File: src/rtl/led_bank_arbiter.sv
// Round-robin arbiter sharing an 8-LED bank among NUM_REQ pattern sources, with a
// minimum time slice in prescaled ticks. Optional brightness PWM: define LED_ARB_PWM_EN.
module led_bank_arbiter #(
  parameter int         NUM_REQ      = 4,
  parameter int         PRESCALE     = 12000,
  parameter int         SLICE_TICKS  = 250,
  parameter logic [7:0] IDLE_PATTERN = 8'h00
) (
  input  logic                   CLK_IN,
  input  logic                   RSTN_IN,
  input  logic [NUM_REQ-1:0]     REQ_IN,
  input  logic [8*NUM_REQ-1:0]   PATTERN_IN,
  input  logic [3:0]             DUTY_IN,
  output logic [NUM_REQ-1:0]     GRANT_OUT,
  output logic [7:0]             LED_OUT,
  output logic                   TICK_OUT
);

  localparam int IW = $clog2(NUM_REQ);
  localparam int PW = $clog2(PRESCALE);
  localparam int SW = $clog2(SLICE_TICKS + 1);
  localparam logic [PW-1:0] PRESC_LAST = PW'(PRESCALE - 1);
  localparam logic [SW-1:0] SLICE_LOAD = SW'(SLICE_TICKS);
  localparam logic [SW-1:0] SLICE_ONE  = SW'(1'b1);
  localparam logic [SW-1:0] SLICE_ZERO = {SW{1'b0}};
  localparam logic [IW-1:0] IDX_LAST   = IW'(NUM_REQ - 1);
  localparam logic [IW:0]   CNT_W      = (IW + 1)'(NUM_REQ);
  localparam logic [NUM_REQ-1:0] ONE_HOT0 = NUM_REQ'(1'b1);

  typedef enum logic [0:0] {S_IDLE = 1'b0, S_OWN = 1'b1} state_e;

  state_e              state_q, state_d;
  logic [NUM_REQ-1:0]  grant_q, grant_d;
  logic [IW-1:0]       owner_q, owner_d;
  logic [IW-1:0]       rr_q, rr_d;
  logic [SW-1:0]       slice_q, slice_d;
  logic [PW-1:0]       presc_q, presc_d;
  logic                tick_q, tick_d;
  logic [7:0]          led_q, led_d;

  logic [NUM_REQ-1:0]  req_mask_s;
  logic [IW:0]         cand_s;
  logic                win_found_s;
  logic [IW-1:0]       win_idx_s;
  logic [IW-1:0]       rr_next_s;
  logic                expire_s;
  logic                take_s;
  logic [SW-1:0]       slice_keep_s;
  logic [7:0]          led_pat_s;

  // Free-running prescaler; the tick register is high exactly while the count sits at its last value.
  always_comb begin
    presc_d = (presc_q == PRESC_LAST) ? {PW{1'b0}} : presc_q + PW'(1'b1);
    tick_d  = (presc_d == PRESC_LAST);
  end

  // Current owner is masked out, so in OWN this finds "the others" and in IDLE everyone.
  always_comb begin
    req_mask_s  = REQ_IN & ~grant_q;
    win_found_s = 1'b0;
    win_idx_s   = {IW{1'b0}};
    cand_s      = {(IW + 1){1'b0}};
    for (int i = 0; i < NUM_REQ; i++) begin
      cand_s      = {1'b0, rr_q} + (IW + 1)'(i);
      cand_s      = (cand_s >= CNT_W) ? (cand_s - CNT_W) : cand_s;
      win_idx_s   = (!win_found_s && req_mask_s[cand_s[IW-1:0]]) ? cand_s[IW-1:0] : win_idx_s;
      win_found_s = win_found_s | req_mask_s[cand_s[IW-1:0]];
    end
    rr_next_s = (win_idx_s == IDX_LAST) ? {IW{1'b0}} : win_idx_s + IW'(1'b1);
    expire_s  = tick_q && (slice_q == SLICE_ONE);
  end

  always_comb begin
    state_d      = state_q;
    take_s       = 1'b0;
    slice_keep_s = slice_q;
    case (state_q)
      S_IDLE: begin
        if (win_found_s) begin
          take_s  = 1'b1;
          state_d = S_OWN;
        end else begin
          state_d = S_IDLE;
        end
      end
      S_OWN: begin
        if (!REQ_IN[owner_q]) begin
          if (win_found_s) begin
            take_s = 1'b1;
          end else begin
            state_d = S_IDLE;
          end
        end else if (expire_s) begin
          // Lone requester renews its own slice rather than passing through IDLE.
          if (win_found_s) begin
            take_s = 1'b1;
          end else begin
            slice_keep_s = SLICE_LOAD;
          end
        end else if (tick_q && (slice_q != SLICE_ZERO)) begin
          slice_keep_s = slice_q - SLICE_ONE;
        end else begin
          slice_keep_s = slice_q;
        end
      end
      default: begin
        state_d = S_IDLE;
      end
    endcase
  end

  always_comb begin
    if (take_s) begin
      grant_d = ONE_HOT0 << win_idx_s;
      owner_d = win_idx_s;
      rr_d    = rr_next_s;
      slice_d = SLICE_LOAD;
    end else if (state_d == S_OWN) begin
      grant_d = grant_q;
      owner_d = owner_q;
      rr_d    = rr_q;
      slice_d = slice_keep_s;
    end else begin
      grant_d = {NUM_REQ{1'b0}};
      owner_d = owner_q;
      rr_d    = rr_q;
      slice_d = slice_keep_s;
    end
  end

`ifdef LED_ARB_PWM_EN
  logic [3:0] pwm_q;

  always_ff @(posedge CLK_IN or negedge RSTN_IN) begin
    if (!RSTN_IN) begin
      pwm_q <= 4'd0;
    end else begin
      pwm_q <= pwm_q + 4'd1;
    end
  end
`else
  logic unused_duty_s;
  assign unused_duty_s = ^DUTY_IN;
`endif

  // LED follows the owner that will hold the grant after this edge.
  always_comb begin
    if (state_d == S_OWN) begin
      led_pat_s = PATTERN_IN[{owner_d, 3'b000} +: 8];
    end else begin
      led_pat_s = IDLE_PATTERN;
    end
`ifdef LED_ARB_PWM_EN
    led_d = led_pat_s & {8{pwm_q < DUTY_IN}};
`else
    led_d = led_pat_s;
`endif
  end

  always_ff @(posedge CLK_IN or negedge RSTN_IN) begin
    if (!RSTN_IN) begin
      state_q <= S_IDLE;
      grant_q <= {NUM_REQ{1'b0}};
      owner_q <= {IW{1'b0}};
      rr_q    <= {IW{1'b0}};
      slice_q <= SLICE_ZERO;
      presc_q <= {PW{1'b0}};
      tick_q  <= 1'b0;
      led_q   <= IDLE_PATTERN;
    end else begin
      state_q <= state_d;
      grant_q <= grant_d;
      owner_q <= owner_d;
      rr_q    <= rr_d;
      slice_q <= slice_d;
      presc_q <= presc_d;
      tick_q  <= tick_d;
      led_q   <= led_d;
    end
  end

  assign GRANT_OUT = grant_q;
  assign LED_OUT   = led_q;
  assign TICK_OUT  = tick_q;

endmodule

File: config.mk
export PLATFORM = sky130hd
export DESIGN_NAME = led_bank_arbiter
export DESIGN_NICKNAME = d
export VERILOG_FILES = /design/src/rtl/led_bank_arbiter.sv
export SDC_FILE = /design/constraint.sdc
export NUM_CORES = 1
export LEC_CHECK = 0
export BUFFER_PORTS_ARGS = -buffer_cell sky130_fd_sc_hd__buf_2
export CORE_AREA = 2 2 69 71
export DETAILED_ROUTE_END_ITERATION = 6
export DIE_AREA = 0 0 71 73
export GPL_ROUTABILITY_DRIVEN = 0
export HOLD_SLACK_MARGIN = 0.03
export PLACE_DENSITY = 0.79
export SYNTH_ARGS = -nofsm -noshare
export SYNTH_HDL_FRONTEND = slang
export SYNTH_SLANG_ARGS = --single-unit
File: constraint.sdc
create_clock -name CLK_IN -period 2.8 [get_ports CLK_IN]
set_clock_uncertainty 0.05 [all_clocks]
set_input_delay 0 -clock CLK_IN [delete_from_list [all_inputs] [get_ports CLK_IN]]
set_output_delay 0 -clock CLK_IN [all_outputs]
set_load 0.01 [all_outputs]
Word-level counts from Yosys, hierarchy flattened
Index checks and enable logic that the tools add are counted.
Storage, ports and cells
  register bits: 40
  output and inout bits: 13
  logic and storage cells: 90
Operators by class
  shift operators: 2
  multiplexer cells: 36
  bitwise operators: 6
  add/subtract/negate cells: 10
  order comparisons: 9
  reduce and logical (&&, ||, !) cells: 13
  equal/unequal tests: 6
Operators with widths (number)
  $mux W8: 7
  $shiftx A32 B6 Y8: 1
  $eq A14 B14 Y1 const B: 2
  $mux W2: 10
  $lt A2 B3 Y1 const B: 5
  $add A14 B1 Y14 const B: 1
  $mux W14: 1
  $bmux W1 S2: 5
  $ge A3 B3 Y1 const B: 3
  $mux W1: 9
  $eq A8 B1 Y1 const B: 1
  $mux W4: 2
  $reduce_bool A8 Y1: 1
  $sub A2 B1 Y2 const B: 4
  $sub A8 B1 Y8 const B: 1
  $add A2 B2 Y3 const B: 2
  $logic_and A1 B1 Y1: 5
  $and A4 B4 Y4: 1
  $not A4 Y4: 1
  $pmux W1 S2: 2
  $reduce_and A4 Y1: 1
  $reduce_bool A2 Y1: 2
  $shl A1 B2 Y4 const A: 1
  $add A2 B1 Y3 const B: 1
  9 further kinds: 13

Depth between registers and ports, before layout
Gate-level depths: netlist (run 1).
  depth in word-level cells: 15
  gate-level depth with buffers: 8
  depth with buffers taken out: 8

Worst setup path after synthesis (run 1)
No wires, ideal clock.
  kind: reg-to-reg
  from: reg slice_q[2]
  to: reg led_q[0] (netlist: LED_OUT[0])
  slack: 0.693 ns
  arrival time: 1.922 ns
  data required time: 2.616 ns
  period minus slack after synthesis: 2.107 ns
  setup time: 0.134 ns
  cell stages (with the launch flop): 8
  cell sequence: dfrtp_1 -> nor3_4 -> nand4_2 -> a21boi_4 -> mux2i_4 -> buf_8 -> mux2i_1 -> o22ai_1
On the way
  longest elaborated chain between the ends: 8
RTL lines
  start: declaration: line 36  | logic [SW-1:0] slice_q, slice_d;
  start signal: assignment: line 175  | slice_q <= slice_d;
  $eq A8 B1 Y1: line 70  | expire_s = tick_q && (slice_q == SLICE_ONE);
  $logic_and A1 B1 Y1: line 70
  $mux W1: line 93  | end else if (expire_s) begin
  $mux W1: line 87  | if (!REQ_IN[owner_q]) begin
  $pmux W1 S2: line 77  | case (state_q)
  $mux W2: line 113  | if (take_s) begin
  $shiftx A32 B6 Y8: line 149  | led_pat_s = PATTERN_IN[{owner_d, 3'b000} +: 8];
  $mux W8: line 148  | if (state_d == S_OWN) begin
  named net led_d[0]: line 39  | logic [7:0] led_q, led_d;
  end signal: assignment: line 178  | led_q <= led_d;
  end: declaration: line 39
The timed path passes the listed nets, and every way through them passes these cells.
A chain may end at the register's enable or synchronous reset.

Worst setup path in the final report (run 1)
  from: reg slice_q[2]
  to: reg led_q[1] (netlist: LED_OUT[1])
Same word-level chain as after synthesis.

==> results of run 1 <==
==> flip-flops by register name, indices dropped and copies added (netlist names) <==
signal and count:
presc_q 14, LED_OUT 8, rr_q 2, GRANT_OUT 4, TICK_OUT 1, state_q 1
slice_q 8, owner_q 2
==> final cells by class <==
class	instances	area, um^2
clock buffer	7	86.3
clock inverter	1	7.51
fill	337	1490
inverter	12	45.0
multi-input combinational	169	1250
sequential	40	1000
tap	54	67.6
timing repair buffer	84	588
==> per-stage QoR <==
step           instances  util, %
3_3_place_gp         326     57.8
3_5_place_dp         326     57.8
2_1_floorplan        228        -
4_1_cts              367     67.2
6_report             367     67.2
5_1_grt              367     67.2
==> critical path, stage by stage (launching register included) <==
cell	delay [ps]
dfrtp_1	460
nor3_4	280
nand4_2	170
a21boi_4	380
mux2i_4	280
buf_4	300
mux2i_1	250
o22ai_1	150
==> placed cells by master, fill, tap and decap left out, types with 2 or more instances in the layout <==
cell and n:
and3_1 7, dfrtp_1 40, a21oi_1 4, dlygate4sd3_1 33
buf_2 50, ha_1 9, o22ai_1 8, inv_1 12
mux2_2 4, o21ai_0 13, nor2b_1 2, o31ai_1 2
nand3_1 11, nor2_1 13, clkbuf_8 6, nand2b_1 6
nand4_1 3, xnor2_1 5, nor3_1 3, mux2i_1 19
nand2_1 22, xor2_1 9
==> metal layers <==
layer / share of wire (%) / vias up
li1: - / 980
met1: 39 / 972
met2: 54 / 66
met3: 4.6 / 9
met4: 2.1 / 0
met5: 0 / -
==> cells by family after synthesis <==
group	Yosys count	share of synthesized area [%]
mux	24	11.0
flops	40	42.8
buf+inv	19	3.69
fa+ha+maj	9	4.82
simple gates	83	20.4
xor+xnor	14	5.24
compound gates	39	12.0
==> power by group through the flow <==
| stage | sequential, mW | combinational [mW] | clock (mW) |
|---|---|---|---|
| 6_report | 0.777 | 1.14 | 0.404 |
| 5_1_grt | 0.788 | 1.24 | 0.441 |
| 4_1_cts | 0.770 | 1.11 | 0.409 |
| 3_5_place_dp | 0.781 | 1.08 | 0 |
| 3_3_place_gp | 0.779 | 1.05 | 0 |
| 2_1_floorplan | 0.812 | 0.815 | 0 |
==> how the worst max path moves through the flow <==
stage	cells past startpoint	start	endpoint
final	7	slice_q[2]	LED_OUT[1]
after global routing	8	slice_q[1]	LED_OUT[6]
after CTS	7	slice_q[2]	LED_OUT[1]
after detailed placement	7	slice_q[2]	LED_OUT[1]
after global placement	7	slice_q[2]	LED_OUT[1]
after floorplan	7	slice_q[2]	LED_OUT[0]
==> what timing repair did <==
item                                    in CTS  in global routing
endpoints found under the setup margin       0                  0
hold buffers                                33                  0
endpoints found under the hold margin       48                  0
==> flow_summary.json, run 1 <==
{
  "cts_buffers": 5,
  "switchingPower_mw": 0.896,
  "firstDrtPassIters": 4,
  "crit_path_start_kind": "flop",
  "cts.clk_slew.worst_paths_ps": 80,
  "via_per_inst": 5.52,
  "synthFlopType": "dfrtp_1",
  "yosysUniqueCellTypes": 52,
  "crit_fanout": 17,
  "cts.sinks": 40,
  "synth_area_um2": 2340,
  "vdd_drop_max_mv": 0.467,
  "drtIter0Drc": 114,
  "syn-num-nets": 279,
  "p_sw_share_pct": 38.7,
  "finalHoldViolCount": 0,
  "seqPwrFrac_pct": 33.5,
  "synth_commonest_cells": "dfrtp_1, nand2_1, mux2i_1, nor2_1, o21ai_0",
  "design_area_um2": 3050,
  "seq_area_frac_synth_pct": 42.8,
  "die_area_um2": 5180,
  "cts_tree": "built",
  "p_clk_share_pct": 17.5,
  "wl_per_cell_um": 15.1,
  "pre_cts_slack_ps": 383,
  "start_util_pct": 51.6,
  "post-synth-top-count-cell": "dfrtp_1",
  "grtUsageMet3_pct": 4.70,
  "cap_violations": 0,
  "placementRows": 25,
  "rsz0062_at_grt": "false",
  "dpl.hpwl_um": 3330,
  "finalMaxSlewViolations": 0,
  "grt_use_met1_pct": 25.7,
  "setup_viol": 0,
  "htreeDepth": 2,
  "rr_endpoint": "LED_OUT[1]",
  "grt_max_degree": 41,
  "synth.area.top_cells": "dfrtp_1, mux2i_1, ha_1",
  "grt_pass1_wl_um": 9100,
  "cts_resized": 0,
  "root_buffer": "clkbuf_8",
  "synth_edf_count": 0,
  "overflow": 0,
  "grt_pass1_vias": 2039,
  "dpl_cell_area_um2": 2620,
  "p_comb_share_pct": 49.0,
  "synth_top_area_share_pct": 42.8,
  "clk-insertion-delay-late_ps": 300,
  "busiest_layer": "met2",
  "fmax_mhz": 405,
  "ios": 55,
  "reg2reg_from": "slice_q[2]",
  "ys_warn_count": 0,
  "grt_usage_pct": 22.9,
  "antenna_cells": 0,
  "period_share_pct": 88.2,
  "fin_nets": 363,
  "met2_usage_pct": 42.7,
  "syn_to_final_growth_pct": 30.3,
  "min_to": "rr_q[0]",
  "cts_setup_buffers": 0,
  "antenna_found_initial": 0,
  "route.detailed.drc": 0,
  "synth_seq_cells": 40,
  "synth.avg_cell_area_um2": 10.3,
  "whs_ps": 271,
  "drtAntennaViolNets": 0,
  "fin_crit_ps": 2470,
  "clockBufferDepth": 2,
  "totalPowerFinal_mw": 2.32,
  "worstHoldStart": "REQ_IN[1]",
  "drive_above_1_share_pct": 23.3,
  "hp-class": "in -> reg",
  "crit_arrival_ps": 2570,
  "critPathKind": "reg -> reg",
  "yosys.area.top_type": "dfrtp_1",
  "leakage_nw": 1.40,
  "layout_setup_ws_ps": 331,
  "fin_tns_setup_ps": 0,
  "die_w_um": 71,
  "core_area_um2": 4540,
  "pwr_density_cell_nw_per_um2": 760,
  "slew_headroom_pct": 43.1,
  "routed_wl_um": 5550,
  "critPathRequiredTime_ps": 2900,
  "portBuffers": 50,
  "r2r_cells": 7,
  "die_h_um": 73,
  "holdPathStages": 5,
  "vias": 2027,
  "synth_cells": 228,
  "r2r_slack_ps": 330,
  "outcome": "finished clean",
  "worst_slew_pin_slew_ps": 853,
  "postSynth.asyncResetShare_pct": 100,
  "cp-end-kind": "flop",
  "power.internal_mw": 1.42
}
Power figures use the tool's default switching activity.
==> run 2, diff against run 1 <==
--- a/config.mk
+++ b/config.mk
@@ -6,12 +6,15 @@
 export NUM_CORES = 1
 export LEC_CHECK = 0
 export BUFFER_PORTS_ARGS = -buffer_cell sky130_fd_sc_hd__buf_2
-export CORE_AREA = 2 2 69 71
+export CORE_AREA = 2 2 68 70
+export CTS_BUF_LIST = sky130_fd_sc_hd__clkbuf_4 sky130_fd_sc_hd__clkbuf_8
 export DETAILED_ROUTE_END_ITERATION = 6
-export DIE_AREA = 0 0 71 73
+export DIE_AREA = 0 0 70 72
 export GPL_ROUTABILITY_DRIVEN = 0
 export HOLD_SLACK_MARGIN = 0.03
-export PLACE_DENSITY = 0.79
+export MAX_ROUTING_LAYER = met4
+export PLACE_DENSITY = 0.81
 export SYNTH_ARGS = -nofsm -noshare
 export SYNTH_HDL_FRONTEND = slang
 export SYNTH_SLANG_ARGS = --single-unit
+export TNS_END_PERCENT = 100
==> flow_summary.json, run 2 (synthesis gave the netlist of run 1 again) <==
{
  "pre_cts_slack_ps": 394,
  "p_comb_share_pct": 49.7,
  "crit_fanout": 17,
  "fillers": 320,
  "power.internal_mw": 1.42,
  "overflow": 0,
  "final_cell_mix": "buf_2, dfrtp_1, dlygate4sd3_1, nand2_1, mux2i_1",
  "holdPathStages": 5,
  "vias": 2038,
  "cts_tree": "built",
  "stdcell_count": 366,
  "grt_pass1_vias": 2134,
  "setup_viol": 0,
  "dpl.hpwl_um": 3400,
  "critPathRequiredTime_ps": 2900,
  "root_buffer": "clkbuf_8",
  "slew_headroom_pct": 39.3,
  "cts.sinks": 40,
  "p_clk_share_pct": 17.3,
  "worst_slew_pin_slew_ps": 911,
  "cap_violations": 0,
  "period_share_pct": 90.8,
  "hp-class": "in -> reg",
  "seqPwrFrac_pct": 33.0,
  "critPathBufInv": 1,
  "via_per_inst": 5.57,
  "clockBufferDepth": 2,
  "dpl_cell_area_um2": 2630,
  "drtIter0Drc": 85,
  "ios": 55,
  "whs_ps": 255,
  "r2r_cells": 7,
  "placedCellCount": 325,
  "finalHoldViolCount": 0,
  "cpLargestDelayFamily": "multiplexers",
  "rsz0062_at_grt": "false",
  "crit_arrival_ps": 2640,
  "leakage_nw": 1.41,
  "path_cells": "nor3_4, nand4_2, a21boi_4, mux2i_4, buf_4, mux2i_1, o22ai_1",
  "fin_nets": 364,
  "clk-insertion-delay-late_ps": 300,
  "outcome": "finished clean",
  "grt_max_degree": 41,
  "cts_resized": 0,
  "firstDrtPassIters": 4,
  "pwr_density_cell_nw_per_um2": 774,
  "critPathKind": "reg -> reg",
  "hold_buffers": 33,
  "core_area_um2": 4260,
  "htreeDepth": 2,
  "antenna_found_initial": 0,
  "min_to": "rr_q[0]",
  "fin_crit_ps": 2540,
  "route.detailed.drc": 0,
  "switchingPower_mw": 0.942,
  "cts_setup_buffers": 0,
  "drtAntennaViolNets": 0,
  "finalMaxSlewViolations": 0,
  "grt_usage_pct": 26.3,
  "placementRows": 24,
  "final_common_cell": "buf_2",
  "syn_to_final_growth_pct": 30.4,
  "cp_slowest_stage_delay_ps": 470,
  "critPathLaunch": "slice_q[2]",
  "largest_register_ffs": 14,
  "vdd_drop_max_mv": 0.616,
  "reg2reg_from": "slice_q[2]",
  "worstHoldStart": "REQ_IN[1]",
  "design_area_um2": 3050,
  "fin_tns_setup_ps": 0,
  "die_area_um2": 5040,
  "cts.clk_slew.worst_paths_ps": 80,
  "fmax_mhz": 393,
  "antenna_cells": 0,
  "p_sw_share_pct": 39.9,
  "wl_per_cell_um": 16.5,
  "crit_path_start_kind": "flop",
  "cts_buffers": 5,
  "layout_setup_ws_ps": 257,
  "rr_endpoint": "LED_OUT[1]",
  "die_w_um": 70,
  "start_util_pct": 54.8,
  "routed_wl_um": 6020,
  "drive_above_1_share_pct": 23.9,
  "cp-end-kind": "flop",
  "largest-register": "presc_q",
  "grt_pass1_wl_um": 10000,
  "portBuffers": 50,
  "die_h_um": 72,
  "slowest_stage": "dfrtp_1",
  "r2r_slack_ps": 260
}
## run 2: cell types whose count changed in the layout (fill, tap and decap cells not counted), sizes merged
| cell | before | now |
|---|---|---|
| clkinvlp | 1 | 0 |
| buf | 51 | 52 |
| clkbuf | 7 | 6 |
| clkinv | 0 | 2 |
## run 2: per-stage QoR
| step | power (mW) | util, % |
|---|---|---|
| after floorplan | 1.63 | - |
| after global placement | 1.83 | 61.6 |
| after detailed placement | 1.87 | 61.6 |
| after CTS | 2.30 | 71.5 |
| after global routing | 2.50 | 71.5 |
| final | 2.36 | 71.5 |
## run 2: worst max-delay path by stage
stage | endpoint | cells past startpoint
finish | LED_OUT[1] | 7
detailed placement | LED_OUT[5] | 7
global route | LED_OUT[1] | 7
global placement | LED_OUT[1] | 7
CTS | LED_OUT[1] | 7
floorplan | LED_OUT[0] | 7
## run 2: cell type report
class                           count  area [um^2]  share of cell area (%)
Tap cell                           52         65.1                    2.13
Clock inverter                      2         10.0                   0.328
Inverter                           12         45.0                    1.48
Multi-Input combinational cell    169         1250                    41.0
Timing Repair Buffer               85          596                    19.5
Sequential cell                    40         1000                    32.8
Clock buffer                        6         82.6                    2.71
## run 2: metal layers
layer	global-route usage, %	vias to the layer above	wire (um)
met5	-	-	0
met4	11.5	0	183
met3	5.83	15	283
met2	44.8	69	3140
met1	30.0	971	2420
li1	-	983	-
## run 2: tightest hold or removal path, cell delays in order
cell	delay, ps
buf_2	110
nand2b_1	120
a211oi_2	120
nor2_1	80
mux2_2	140
## run 2: power by group through the flow
stage / logic, mW / registers [mW] / clock network [mW]
2_1_floorplan: 0.815 / 0.812 / 0
6_report: 1.17 / 0.779 / 0.409
4_1_cts: 1.12 / 0.771 / 0.409
5_1_grt: 1.27 / 0.793 / 0.438
3_3_place_gp: 1.05 / 0.779 / 0
3_5_place_dp: 1.08 / 0.782 / 0
==> run 3, diff against run 2 <==
--- a/config.mk
+++ b/config.mk
@@ -6,14 +6,16 @@
 export NUM_CORES = 1
 export LEC_CHECK = 0
 export BUFFER_PORTS_ARGS = -buffer_cell sky130_fd_sc_hd__buf_2
-export CORE_AREA = 2 2 68 70
+export CELL_PAD_IN_SITES_DETAIL_PLACEMENT = 0
+export CELL_PAD_IN_SITES_GLOBAL_PLACEMENT = 1
+export CORE_AREA = 2 2 77 79
 export CTS_BUF_LIST = sky130_fd_sc_hd__clkbuf_4 sky130_fd_sc_hd__clkbuf_8
 export DETAILED_ROUTE_END_ITERATION = 6
-export DIE_AREA = 0 0 70 72
+export DIE_AREA = 0 0 79 81
 export GPL_ROUTABILITY_DRIVEN = 0
 export HOLD_SLACK_MARGIN = 0.03
 export MAX_ROUTING_LAYER = met4
-export PLACE_DENSITY = 0.81
+export PLACE_DENSITY_LB_ADDON = 0.1
 export SYNTH_ARGS = -nofsm -noshare
 export SYNTH_HDL_FRONTEND = slang
 export SYNTH_SLANG_ARGS = --single-unit
==> flow_summary.json, run 3 (synthesis gave the netlist of run 1 again) <==
{
  "dpl.hpwl_um": 3380,
  "slew_headroom_pct": 39.5,
  "clk-insertion-delay-late_ps": 300,
  "antenna_found_initial": 0,
  "portBuffers": 50,
  "htreeDepth": 2,
  "cap_violations": 0,
  "ios": 55,
  "totalPowerFinal_mw": 2.41,
  "seqPwrFrac_pct": 32.0,
  "switchingPower_mw": 0.880,
  "start_util_pct": 41.2,
  "outcome": "finished clean",
  "whs_ps": 274,
  "final_cell_mix": "buf_2, dfrtp_1, dlygate4sd3_1, nand2_1, mux2i_1",
  "reg2reg_from": "slice_q[2]",
  "syn_to_final_growth_pct": 32.8,
  "fmax_mhz": 414,
  "cts_resized": 0,
  "p_comb_share_pct": 46.3,
  "p_sw_share_pct": 36.4,
  "setup_viol": 0,
  "holdPathStages": 6,
  "die_h_um": 81,
  "grt_pass1_vias": 2075,
  "fin_crit_ps": 2410,
  "pre_cts_slack_ps": 418,
  "overflow": 0,
  "vias": 1968,
  "critPathRequiredTime_ps": 2920,
  "final_util_pct": 54.7,
  "route.detailed.drc": 0,
  "cts_tree": "built",
  "fin_tns_setup_ps": 0,
  "final_common_cell": "buf_2",
  "wl_per_cell_um": 14.1,
  "via_per_inst": 5.07,
  "leakage_nw": 1.42,
  "crit_fanout": 17,
  "p_clk_share_pct": 21.7,
  "critPathKind": "reg -> reg",
  "period_share_pct": 86.2,
  "wl_met3_um": 212,
  "r2r_cells": 7,
  "worst_slew_pin_slew_ps": 907,
  "cts.sinks": 40,
  "cp-end-kind": "flop",
  "grt_usage_pct": 18.8,
  "root_buffer": "clkbuf_8",
  "worstHoldStart": "REQ_IN[2]",
  "vdd_drop_max_mv": 0.407,
  "fin_nets": 363,
  "placementRows": 28,
  "core_area_um2": 5680,
  "die_w_um": 79,
  "largest_register_ffs": 14,
  "finalHoldViolCount": 0,
  "antenna_cells": 0,
  "hp-class": "in -> reg",
  "highest_layer": "met4",
  "pwr_density_cell_nw_per_um2": 778,
  "wl_met2_um": 2710,
  "drive_above_1_share_pct": 23.6,
  "largest-register": "presc_q",
  "firstDrtPassIters": 4,
  "routed_wl_um": 5460,
  "grt_max_degree": 41,
  "clockBufferDepth": 2,
  "cts_buffers": 5,
  "layout_setup_ws_ps": 385,
  "wl_met1_um": 2330,
  "rr_endpoint": "LED_OUT[1]",
  "cts.clk_slew.worst_paths_ps": 80,
  "finalMaxSlewViolations": 0,
  "die_area_um2": 6400,
  "crit_path_start_kind": "flop",
  "drtIter0Drc": 62,
  "crit_arrival_ps": 2530,
  "min_to": "rr_q[0]",
  "grt_pass1_wl_um": 9230,
  "power.internal_mw": 1.54,
  "drtAntennaViolNets": 0,
  "r2r_slack_ps": 390,
  "rsz0062_at_grt": "false"
}
run 3: cell types whose count changed in the layout (fill, tap and decap cells not counted):
cell       delta
clkinv_2      -2
buf_4         -1
bufinv_16     +1
clkbuf_8      +1
run 3: power groups by stage:
stage	logic, mW	clock network [mW]	registers [mW]
2_1_floorplan	0.815	0	0.812
3_3_place_gp	1.09	0	0.780
3_5_place_dp	1.09	0	0.783
4_1_cts	1.12	0.546	0.773
5_1_grt	1.24	0.560	0.792
6_report	1.12	0.525	0.772
run 3: layout make-up:
type | count | area [um^2]
Inverter | 12 | 45.0
Clock buffer | 7 | 96.3
Sequential cell | 40 | 1000
Fill cell | 546 | 2570
Timing Repair Buffer | 84 | 588
Multi-Input combinational cell | 169 | 1250
Tap cell | 75 | 93.8
Clock inverter | 1 | 30.0
run 3: worst max-delay path, stage by stage, from the launching register on:
cell and delay [ps]:
dfrtp_1 460, nor3_4 270, nand4_2 170, a21boi_4 380
mux2i_4 280, buf_4 300, mux2i_1 270, o22ai_1 110
run 3: repair_timing:
item / CTS / global route
setup buffers: 0 / 0
hold buffers: 33 / 0
endpoints found under the hold margin: 48 / 0
run 3: worst max-delay path by stage:
stage	startpoint	to	cells past startpoint
after floorplan	slice_q[2]	LED_OUT[0]	7
after global placement	slice_q[2]	LED_OUT[2]	7
after detailed placement	slice_q[2]	LED_OUT[2]	7
after CTS	slice_q[2]	LED_OUT[2]	7
after global routing	slice_q[2]	LED_OUT[4]	7
final	slice_q[2]	LED_OUT[1]	7
run 3: per-layer routing:
| layer | vias to the layer above | GRT usage, % |
|---|---|---|
| li1 | 977 | - |
| met1 | 912 | 21.1 |
| met2 | 57 | 31.3 |
| met3 | 22 | 4.56 |
| met4 | 0 | 9.48 |
| met5 | - | - |
run 3: through the flow:
step,instances,area (um^2)
3_3_place_gp,347,2650
6_report,388,3110
2_1_floorplan,228,2340
5_1_grt,388,3110
4_1_cts,388,3110
3_5_place_dp,347,2650
